--- config.mk ---
export PLATFORM = sky130hd
export DESIGN_NAME = res_station_flat
export DESIGN_NICKNAME = d
export VERILOG_FILES = /design/src/rtl/tomasula_types.sv /design/src/rtl/res_station_if.sv /design/src/rtl/rs_operand.sv /design/src/rtl/res_station.sv /design/src/flat_wrapper.sv
export SDC_FILE = /design/constraint.sdc
export NUM_CORES = 1
export LEC_CHECK = 0
export ABC_CLOCK_PERIOD_IN_PS = 3500
export CORE_MARGIN = 4
export CORE_UTILIZATION = 42
export CTS_CLUSTER_SIZE = 20
export DETAILED_ROUTE_END_ITERATION = 8
export GPL_TIMING_DRIVEN = 0
export PLACE_DENSITY = 0.86
export SYNTH_ARGS = -nofsm -noshare
export SYNTH_HDL_FRONTEND = slang
export SYNTH_SLANG_ARGS = --single-unit
--- constraint.sdc ---
create_clock -name clk -period 3.5 [get_ports clk]
set_clock_uncertainty 0.2 [all_clocks]
set_input_delay 0.7 -clock clk [delete_from_list [all_inputs] [get_ports clk]]
set_output_delay 0.7 -clock clk [all_outputs]
set_load 0.02 [all_outputs]
--- src/rtl/tomasula_types.sv ---
// Shared types for the out-of-order core's reservation stations.
// Holds the dispatched control word, the ALU issue packet, the station
// state encoding and the ROB tag width that the stations default from.
package tomasula_types;

  localparam int ROB_TAG_W = 3;

  localparam logic [6:0] OP_ADD = 7'b0110011;

  localparam logic [1:0] ST_IDLE  = 2'd0;
  localparam logic [1:0] ST_WAIT  = 2'd1;
  localparam logic [1:0] ST_READY = 2'd2;

  typedef enum logic [1:0] {
    RS_IDLE  = ST_IDLE,
    RS_WAIT  = ST_WAIT,
    RS_READY = ST_READY
  } rs_state_e;

  typedef struct packed {
    logic [6:0]  op;
    logic [4:0]  src1_reg;
    logic [4:0]  src2_reg;
    logic        src2_valid;
    logic [31:0] src2_data;
    logic [2:0]  funct3;
    logic [6:0]  funct7;
    logic [31:0] pc;
  } ctl_word;

  typedef struct packed {
    logic [6:0]           op;
    logic [2:0]           funct3;
    logic [6:0]           funct7;
    logic [31:0]          a;
    logic [31:0]          b;
    logic [31:0]          pc;
    logic [ROB_TAG_W-1:0] rob_tag;
  } rs_issue_t;

endpackage

--- src/rtl/res_station_if.sv ---
// Bundle between a reservation station and its neighbours: dispatch
// handshake from the instruction queue, register/ROB operand lookups,
// the CDB broadcast, and the valid/ready issue handshake toward the ALU.
// The station side uses modport slave; the surrounding pipeline uses master.
interface res_station_if #(
  parameter int ROB_TAG_W = tomasula_types::ROB_TAG_W
);
  import tomasula_types::*;

  logic                 load_i;
  ctl_word              ctl_i;
  logic [ROB_TAG_W-1:0] rob_tag_i;
  logic                 rs1_ready_i;
  logic [31:0]          rs1_data_i;
  logic [ROB_TAG_W-1:0] rs1_tag_i;
  logic                 rs2_ready_i;
  logic [31:0]          rs2_data_i;
  logic [ROB_TAG_W-1:0] rs2_tag_i;
  logic                 cdb_valid_i;
  logic [ROB_TAG_W-1:0] cdb_tag_i;
  logic [31:0]          cdb_data_i;
  logic                 empty_o;
  logic                 issue_valid_o;
  logic                 issue_ready_i;
  rs_issue_t            issue_o;

  modport slave (
    input  load_i, ctl_i, rob_tag_i,
    input  rs1_ready_i, rs1_data_i, rs1_tag_i,
    input  rs2_ready_i, rs2_data_i, rs2_tag_i,
    input  cdb_valid_i, cdb_tag_i, cdb_data_i,
    input  issue_ready_i,
    output empty_o, issue_valid_o, issue_o
  );

  modport master (
    output load_i, ctl_i, rob_tag_i,
    output rs1_ready_i, rs1_data_i, rs1_tag_i,
    output rs2_ready_i, rs2_data_i, rs2_tag_i,
    output cdb_valid_i, cdb_tag_i, cdb_data_i,
    output issue_ready_i,
    input  empty_o, issue_valid_o, issue_o
  );

endinterface

--- src/rtl/rs_operand.sv ---
// One source operand slot of a reservation station.
// Captures either a ready value or a ROB tag at load time, snoops the CDB
// for the pending tag, and reports its next-cycle pending flag so the
// owning FSM can move to READY in the same cycle the value arrives.
// Ports: clk/rst_n; flush_i clears pending; load_i (already qualified by
// the FSM); capture_en_i enables CDB snooping; src_* lookup result;
// cdb_* broadcast; pending_d_o next pending flag; data_o held value.
module rs_operand #(
  parameter int TAG_W = tomasula_types::ROB_TAG_W
) (
  input  logic             clk,
  input  logic             rst_n,
  input  logic             flush_i,
  input  logic             load_i,
  input  logic             capture_en_i,
  input  logic             src_ready_i,
  input  logic [31:0]      src_data_i,
  input  logic [TAG_W-1:0] src_tag_i,
  input  logic             cdb_valid_i,
  input  logic [TAG_W-1:0] cdb_tag_i,
  input  logic [31:0]      cdb_data_i,
  output logic             pending_d_o,
  output logic [31:0]      data_o
);

  logic             pending_q, pending_d;
  logic [TAG_W-1:0] tag_q, tag_d;
  logic [31:0]      data_q, data_d;

  // Load-cycle bypass: the value may be on the CDB in the very cycle the
  // tag is looked up, so the incoming tag is compared, not the stored one.
  always_comb begin
    pending_d = pending_q;
    tag_d     = tag_q;
    data_d    = data_q;
    if (flush_i) begin
      pending_d = 1'b0;
    end else if (load_i) begin
      tag_d = src_tag_i;
      if (src_ready_i) begin
        pending_d = 1'b0;
        data_d    = src_data_i;
      end else if (cdb_valid_i && (cdb_tag_i == src_tag_i)) begin
        pending_d = 1'b0;
        data_d    = cdb_data_i;
      end else begin
        pending_d = 1'b1;
      end
    end else if (capture_en_i && pending_q && cdb_valid_i && (cdb_tag_i == tag_q)) begin
      pending_d = 1'b0;
      data_d    = cdb_data_i;
    end
  end

  always_ff @(posedge clk or negedge rst_n) begin
    if (!rst_n) begin
      pending_q <= 1'b0;
      tag_q     <= '0;
      data_q    <= '0;
    end else begin
      pending_q <= pending_d;
      tag_q     <= tag_d;
      data_q    <= data_d;
    end
  end

  assign pending_d_o = pending_d;
  assign data_o      = data_q;

endmodule

--- src/rtl/res_station.sv ---
// Single-entry reservation station. Accepts one dispatched operation when
// empty, waits on the CDB for missing operands, then presents the full
// packet to the ALU until accepted.
// Ports: clk, rst_n (async active-low), flush_i (discard entry), and rs,
// the slave side of res_station_if (dispatch, operand lookups, CDB, issue).
module res_station #(
  parameter int ROB_TAG_W = tomasula_types::ROB_TAG_W
) (
  input  logic          clk,
  input  logic          rst_n,
  input  logic          flush_i,
  res_station_if.slave  rs
);
  import tomasula_types::*;

  rs_state_e            state_q, state_d;
  logic [6:0]           op_q, op_d;
  logic [2:0]           funct3_q, funct3_d;
  logic [6:0]           funct7_q, funct7_d;
  logic [31:0]          pc_q, pc_d;
  logic [ROB_TAG_W-1:0] rob_tag_q, rob_tag_d;

  logic        load_fire;
  logic        capture_en;
  logic        op1_pending_d, op2_pending_d;
  logic [31:0] op1_data, op2_data;
  logic        op2_src_ready;
  logic [31:0] op2_src_data;

  // Register numbers are only needed by the lookup logic upstream.
  logic unused_src_regs;
  assign unused_src_regs = &{1'b0, rs.ctl_i.src1_reg, rs.ctl_i.src2_reg};

  assign load_fire  = rs.load_i && (state_q == RS_IDLE) && !flush_i;
  assign capture_en = (state_q == RS_WAIT);

  // An immediate second operand is ready by construction and wins over the
  // register lookup.
  assign op2_src_ready = rs.ctl_i.src2_valid || rs.rs2_ready_i;
  assign op2_src_data  = rs.ctl_i.src2_valid ? rs.ctl_i.src2_data : rs.rs2_data_i;

  rs_operand #(.TAG_W(ROB_TAG_W)) u_op1 (
    .clk          (clk),
    .rst_n        (rst_n),
    .flush_i      (flush_i),
    .load_i       (load_fire),
    .capture_en_i (capture_en),
    .src_ready_i  (rs.rs1_ready_i),
    .src_data_i   (rs.rs1_data_i),
    .src_tag_i    (rs.rs1_tag_i),
    .cdb_valid_i  (rs.cdb_valid_i),
    .cdb_tag_i    (rs.cdb_tag_i),
    .cdb_data_i   (rs.cdb_data_i),
    .pending_d_o  (op1_pending_d),
    .data_o       (op1_data)
  );

  rs_operand #(.TAG_W(ROB_TAG_W)) u_op2 (
    .clk          (clk),
    .rst_n        (rst_n),
    .flush_i      (flush_i),
    .load_i       (load_fire),
    .capture_en_i (capture_en),
    .src_ready_i  (op2_src_ready),
    .src_data_i   (op2_src_data),
    .src_tag_i    (rs.rs2_tag_i),
    .cdb_valid_i  (rs.cdb_valid_i),
    .cdb_tag_i    (rs.cdb_tag_i),
    .cdb_data_i   (rs.cdb_data_i),
    .pending_d_o  (op2_pending_d),
    .data_o       (op2_data)
  );

  // Flush has priority over load, wakeup and issue.
  always_comb begin
    state_d = state_q;
    if (flush_i) begin
      state_d = RS_IDLE;
    end else begin
      case (state_q)
        RS_IDLE: begin
          if (rs.load_i) begin
            state_d = (op1_pending_d || op2_pending_d) ? RS_WAIT : RS_READY;
          end
        end
        RS_WAIT: begin
          if (!op1_pending_d && !op2_pending_d) begin
            state_d = RS_READY;
          end
        end
        RS_READY: begin
          if (rs.issue_ready_i) begin
            state_d = RS_IDLE;
          end
        end
        default: state_d = RS_IDLE;
      endcase
    end
  end

  always_comb begin
    op_d      = op_q;
    funct3_d  = funct3_q;
    funct7_d  = funct7_q;
    pc_d      = pc_q;
    rob_tag_d = rob_tag_q;
    if (load_fire) begin
      op_d      = rs.ctl_i.op;
      funct3_d  = rs.ctl_i.funct3;
      funct7_d  = rs.ctl_i.funct7;
      pc_d      = rs.ctl_i.pc;
      rob_tag_d = rs.rob_tag_i;
    end
  end

  always_ff @(posedge clk or negedge rst_n) begin
    if (!rst_n) begin
      state_q   <= RS_IDLE;
      op_q      <= '0;
      funct3_q  <= '0;
      funct7_q  <= '0;
      pc_q      <= '0;
      rob_tag_q <= '0;
    end else begin
      state_q   <= state_d;
      op_q      <= op_d;
      funct3_q  <= funct3_d;
      funct7_q  <= funct7_d;
      pc_q      <= pc_d;
      rob_tag_q <= rob_tag_d;
    end
  end

  assign rs.empty_o       = (state_q == RS_IDLE);
  assign rs.issue_valid_o = (state_q == RS_READY);
  assign rs.issue_o       = '{op:      op_q,
                              funct3:  funct3_q,
                              funct7:  funct7_q,
                              a:       op1_data,
                              b:       op2_data,
                              pc:      pc_q,
                              rob_tag: rob_tag_q};

endmodule

--- src/flat_wrapper.sv ---
// flat-port wrapper written by rule: the top's interface ports become plain ports
module res_station_flat import tomasula_types::*;
#(
  parameter int ROB_TAG_W = tomasula_types::ROB_TAG_W
)
  (clk, rst_n, flush_i, rs_load_i, rs_ctl_i, rs_rob_tag_i, rs_rs1_ready_i, rs_rs1_data_i, rs_rs1_tag_i, rs_rs2_ready_i, rs_rs2_data_i, rs_rs2_tag_i, rs_cdb_valid_i, rs_cdb_tag_i, rs_cdb_data_i, rs_issue_ready_i, rs_empty_o, rs_issue_valid_o, rs_issue_o);
  res_station_if #(.ROB_TAG_W(ROB_TAG_W)) rs_i ();
  input  logic clk;
  input  logic rst_n;
  input  logic flush_i;
  input wire logic [$bits(rs_i.load_i)-1:0] rs_load_i;
  input wire logic [$bits(rs_i.ctl_i)-1:0] rs_ctl_i;
  input wire logic [$bits(rs_i.rob_tag_i)-1:0] rs_rob_tag_i;
  input wire logic [$bits(rs_i.rs1_ready_i)-1:0] rs_rs1_ready_i;
  input wire logic [$bits(rs_i.rs1_data_i)-1:0] rs_rs1_data_i;
  input wire logic [$bits(rs_i.rs1_tag_i)-1:0] rs_rs1_tag_i;
  input wire logic [$bits(rs_i.rs2_ready_i)-1:0] rs_rs2_ready_i;
  input wire logic [$bits(rs_i.rs2_data_i)-1:0] rs_rs2_data_i;
  input wire logic [$bits(rs_i.rs2_tag_i)-1:0] rs_rs2_tag_i;
  input wire logic [$bits(rs_i.cdb_valid_i)-1:0] rs_cdb_valid_i;
  input wire logic [$bits(rs_i.cdb_tag_i)-1:0] rs_cdb_tag_i;
  input wire logic [$bits(rs_i.cdb_data_i)-1:0] rs_cdb_data_i;
  input wire logic [$bits(rs_i.issue_ready_i)-1:0] rs_issue_ready_i;
  output wire logic [$bits(rs_i.empty_o)-1:0] rs_empty_o;
  output wire logic [$bits(rs_i.issue_valid_o)-1:0] rs_issue_valid_o;
  output wire logic [$bits(rs_i.issue_o)-1:0] rs_issue_o;
  assign rs_i.load_i = rs_load_i;
  assign rs_i.ctl_i = rs_ctl_i;
  assign rs_i.rob_tag_i = rs_rob_tag_i;
  assign rs_i.rs1_ready_i = rs_rs1_ready_i;
  assign rs_i.rs1_data_i = rs_rs1_data_i;
  assign rs_i.rs1_tag_i = rs_rs1_tag_i;
  assign rs_i.rs2_ready_i = rs_rs2_ready_i;
  assign rs_i.rs2_data_i = rs_rs2_data_i;
  assign rs_i.rs2_tag_i = rs_rs2_tag_i;
  assign rs_i.cdb_valid_i = rs_cdb_valid_i;
  assign rs_i.cdb_tag_i = rs_cdb_tag_i;
  assign rs_i.cdb_data_i = rs_cdb_data_i;
  assign rs_i.issue_ready_i = rs_issue_ready_i;
  assign rs_empty_o = rs_i.empty_o;
  assign rs_issue_valid_o = rs_i.issue_valid_o;
  assign rs_issue_o = rs_i.issue_o;
  res_station #(.ROB_TAG_W(ROB_TAG_W)) u_core (.clk(clk), .rst_n(rst_n), .flush_i(flush_i), .rs(rs_i));
endmodule
==> out/results.ini <==
[worst_setup_path]
max_stage_delay_ns = 0.58
cp-start-kind = primary input
timing.rr.end = u_core.u_op1.data_o[12]
rrSetupSlack_ns = 0.78
cp.arrival_ns = 3.32
r2r_cells = 6
worstSetupPathType = primary input to register
cp-endpoint = u_core.u_op1.data_o[12]
worst_path_most_repeated_cell = buf_2
slowest_stage = clkdlybuf4s50_1
worst-path-max-fanout = 10
crit-reg2reg-launch = u_core.state_q[1]
crit_start = flush_i
worstPathRequired_ns = 3.59
crit_chain = clkdlybuf4s50_1 -> nor4b_2 -> buf_2 -> a21oi_1 -> nor2_1 -> buf_2 -> mux2_2
end_kind = register

[clock_tree]
cts_buffer_depth = 2
clk_latency_ns = 0.40
numCtsBuffers = 17
clkSlewWorstSetupHoldPaths_ns = 0.06
cts_root_buf = clkbuf_16
cts_tree = done
cts-hold-fix-buffers = 0
clock_sinks = 126
cts.repair.resized = 0
h-tree-depth = 4
cts_setup_buffers = 0

[sta]
finalHoldViolations = 0
maxSlewHeadroom_pct = 49.0
setup_violations = 0
fmax_mhz = 309
rsz0062_at_grt = false
post-route-period-util_pct = 92.3
final.min_clock_period_ns = 3.23
worst_pin_slew_ns = 0.765
finalMaxSlewViolations = 0

[placed_design]
numPortBuffers = 314
gp_congestion = 0.937
dp_hpwl_mm = 14.6
postPlaceCellArea_sq_mm = 0.00930
placed_cells = 940

[logic_synthesis]
synth_edf_count = 0
yosysUniqueCellTypes = 30
yosysWarnings = 0
netlist_top_cells_area = dfrtp_1, mux2_2, mux2i_1
synth_fp_nets = 653
ys_seq_area_share_pct = 53.4
synth_ff_type = dfrtp_1
synth-seq-cells = 126
syn_inst = 445
syn_area_sq_mm = 0.00590
ys_async_sr_fraction_pct = 100
avgSynthCellArea_sq_um = 13.3
synth_top_area_share_pct = 53.4
yosysTopAreaCell = dfrtp_1

[pwr]
switching_share_pct = 31.4
seq_power_share_pct = 33.7
clkPwrFrac_pct = 26.6
intPower_mw = 4.52
irDropWorstVdd_uv = 427
p_sw_mw = 2.07
power_frac_comb_pct = 39.8
power_leakage_nw = 4.13
power.density_mw_per_mm2 = 666

[routing]
drt_iter0_drc = 142
drc = 0
totalWireLength_mm = 18.7
wl_per_cell_microns = 19.3
num_vias = 4893
drt.antenna.violating_nets = 0
dr.pass1.iters = 4
via_per_inst = 5.03

[global_route]
grt_max_degree = 70
grt_pass1_wl_mm = 29.4
grt_antenna_before_repair = 0
grt_pass1_vias = 5576
grt-ovfl-total = 0
grt.total_usage_pct = 23.4

[outcome]
status = finished clean

[min_path]
hp-class = primary input to asynchronous set/reset pin

[finish]
fin_cells = 972
layout.nets = 987
design_area_sq_mm = 0.00989
drive_gt1_share_pct = 24.4
final_common_cell = clkdlybuf4s50_1
area_growth_pct = 67.6
layout_common_cells = clkdlybuf4s50_1, mux2_2, dfrtp_1
antenna_cells = 0

[floorplanning]
rows = 43
die_area_sq_mm = 0.0160
initial_core_util_pct = 42.7
fp.dieH_microns = 127
die_w_microns = 127
pin_count = 326
coreArea_sq_mm = 0.0138

[run]
max-cap-violations = 0

[Yosys cell counts (2+ instances only)]
library cell / count
mux2_2: 152
dfrtp_1: 126
nand2_1: 36
o21ai_0: 33
mux2i_1: 32
clkbuf_1: 11
xnor2_1: 9
buf_1: 8
buf_2: 5
buf_4: 3
nor2_1: 3
nor2b_1: 3
xor2_1: 3
a21oi_1: 2
a41o_1: 2
mux2_1: 2
o21a_1: 2
[flip-flops by register name (all words and copies together), names as in the netlist, 2 cells and up]
signal and flops:
u_core.funct3_q 3, u_core.u_op1.tag_q 3, u_core.state_q 2, u_core.u_op2.tag_q 3, u_core.rob_tag_q 3, u_core.u_op1.data_o 32, u_core.funct7_q 7, u_core.u_op2.data_o 32
u_core.pc_q 32, u_core.op_q 7
[through the flow]
stage          setup WS, ns  hold slack [ns]  util (%)  power [mW]  setup TNS, ns
6_report              0.268           0.0963      71.6        6.59              0
5_1_grt              0.0690            0.133      71.6        6.91              0
4_1_cts               0.228            0.114      71.6        6.66              0
3_5_place_dp         -0.201            0.278      67.3        4.87         -10.53
3_3_place_gp          -3.22            0.270      67.1        4.80        -410.86
2_1_floorplan         0.979            0.204         -        3.42              0
[layer usage]
metal  track usage, %  wire length [microns]  vias up  share of wire (%)
met5                0                      0        -                  0
met4             9.27                    544        0                2.9
met2             41.0                   9550      224                 51
li1                 -                      -     2257                  -
met1             25.8                   6950     2379                 37
met3             8.55                   1670       33                8.9
[worst max-delay path, delay by kind of cell]
kind	cells	cell delay, ns
AND/OR/NAND/NOR	2	0.81
buffers and inverters	3	1.26
AO/OA/AOI/OAI	1	0.17
multiplexers	1	0.37
[area by class of cell]
class	instances	area (sq um)
Clock inverter	11	141
Timing Repair Buffer	315	3170
Clock buffer	21	450
Tap cell	180	225
Sequential cell	126	3150
Inverter	1	3.75
Fill cell	903	3930
Buffer	27	119
Multi-Input combinational cell	291	2630
[cells by family (layout without fill, tap and decap cells)]
family                 Yosys count  after routing  synth area share (%)
XOR/XNOR                        12             12                  1.78
multiplexers                   186            186                  34.8
AND/OR/NAND/NOR                 51             51                  3.98
AO/OA/AOI/OAI                   42             42                  3.96
flip-flops                     126            126                  53.4
buffers and inverters           28            375                  2.08
[power by group through the flow]
stage	clock network (mW)	logic, mW	registers, mW
final	1.75	2.62	2.22
after global routing	1.87	2.76	2.29
after CTS	1.78	2.65	2.23
after detailed placement	0	2.63	2.24
after global placement	0	2.59	2.21
after floorplan	0	0.628	2.79
[worst min-delay path by stage]
stage                             from                      end  slack (ns)  cells after the start
2_1_floorplan                    rst_n       u_core.funct3_q[0]        0.20                      0
3_3_place_gp   u_core.u_op2.data_o[21]  u_core.u_op2.data_o[21]        0.27                      1
3_5_place_dp   u_core.u_op2.data_o[31]  u_core.u_op2.data_o[31]        0.28                      1
4_1_cts                          rst_n       u_core.funct7_q[0]        0.11                      1
5_1_grt                          rst_n       u_core.funct7_q[0]        0.13                      1
6_report                         rst_n           u_core.pc_q[6]         0.1                      1
No activity file was read; power rests on OpenSTA's default activity.
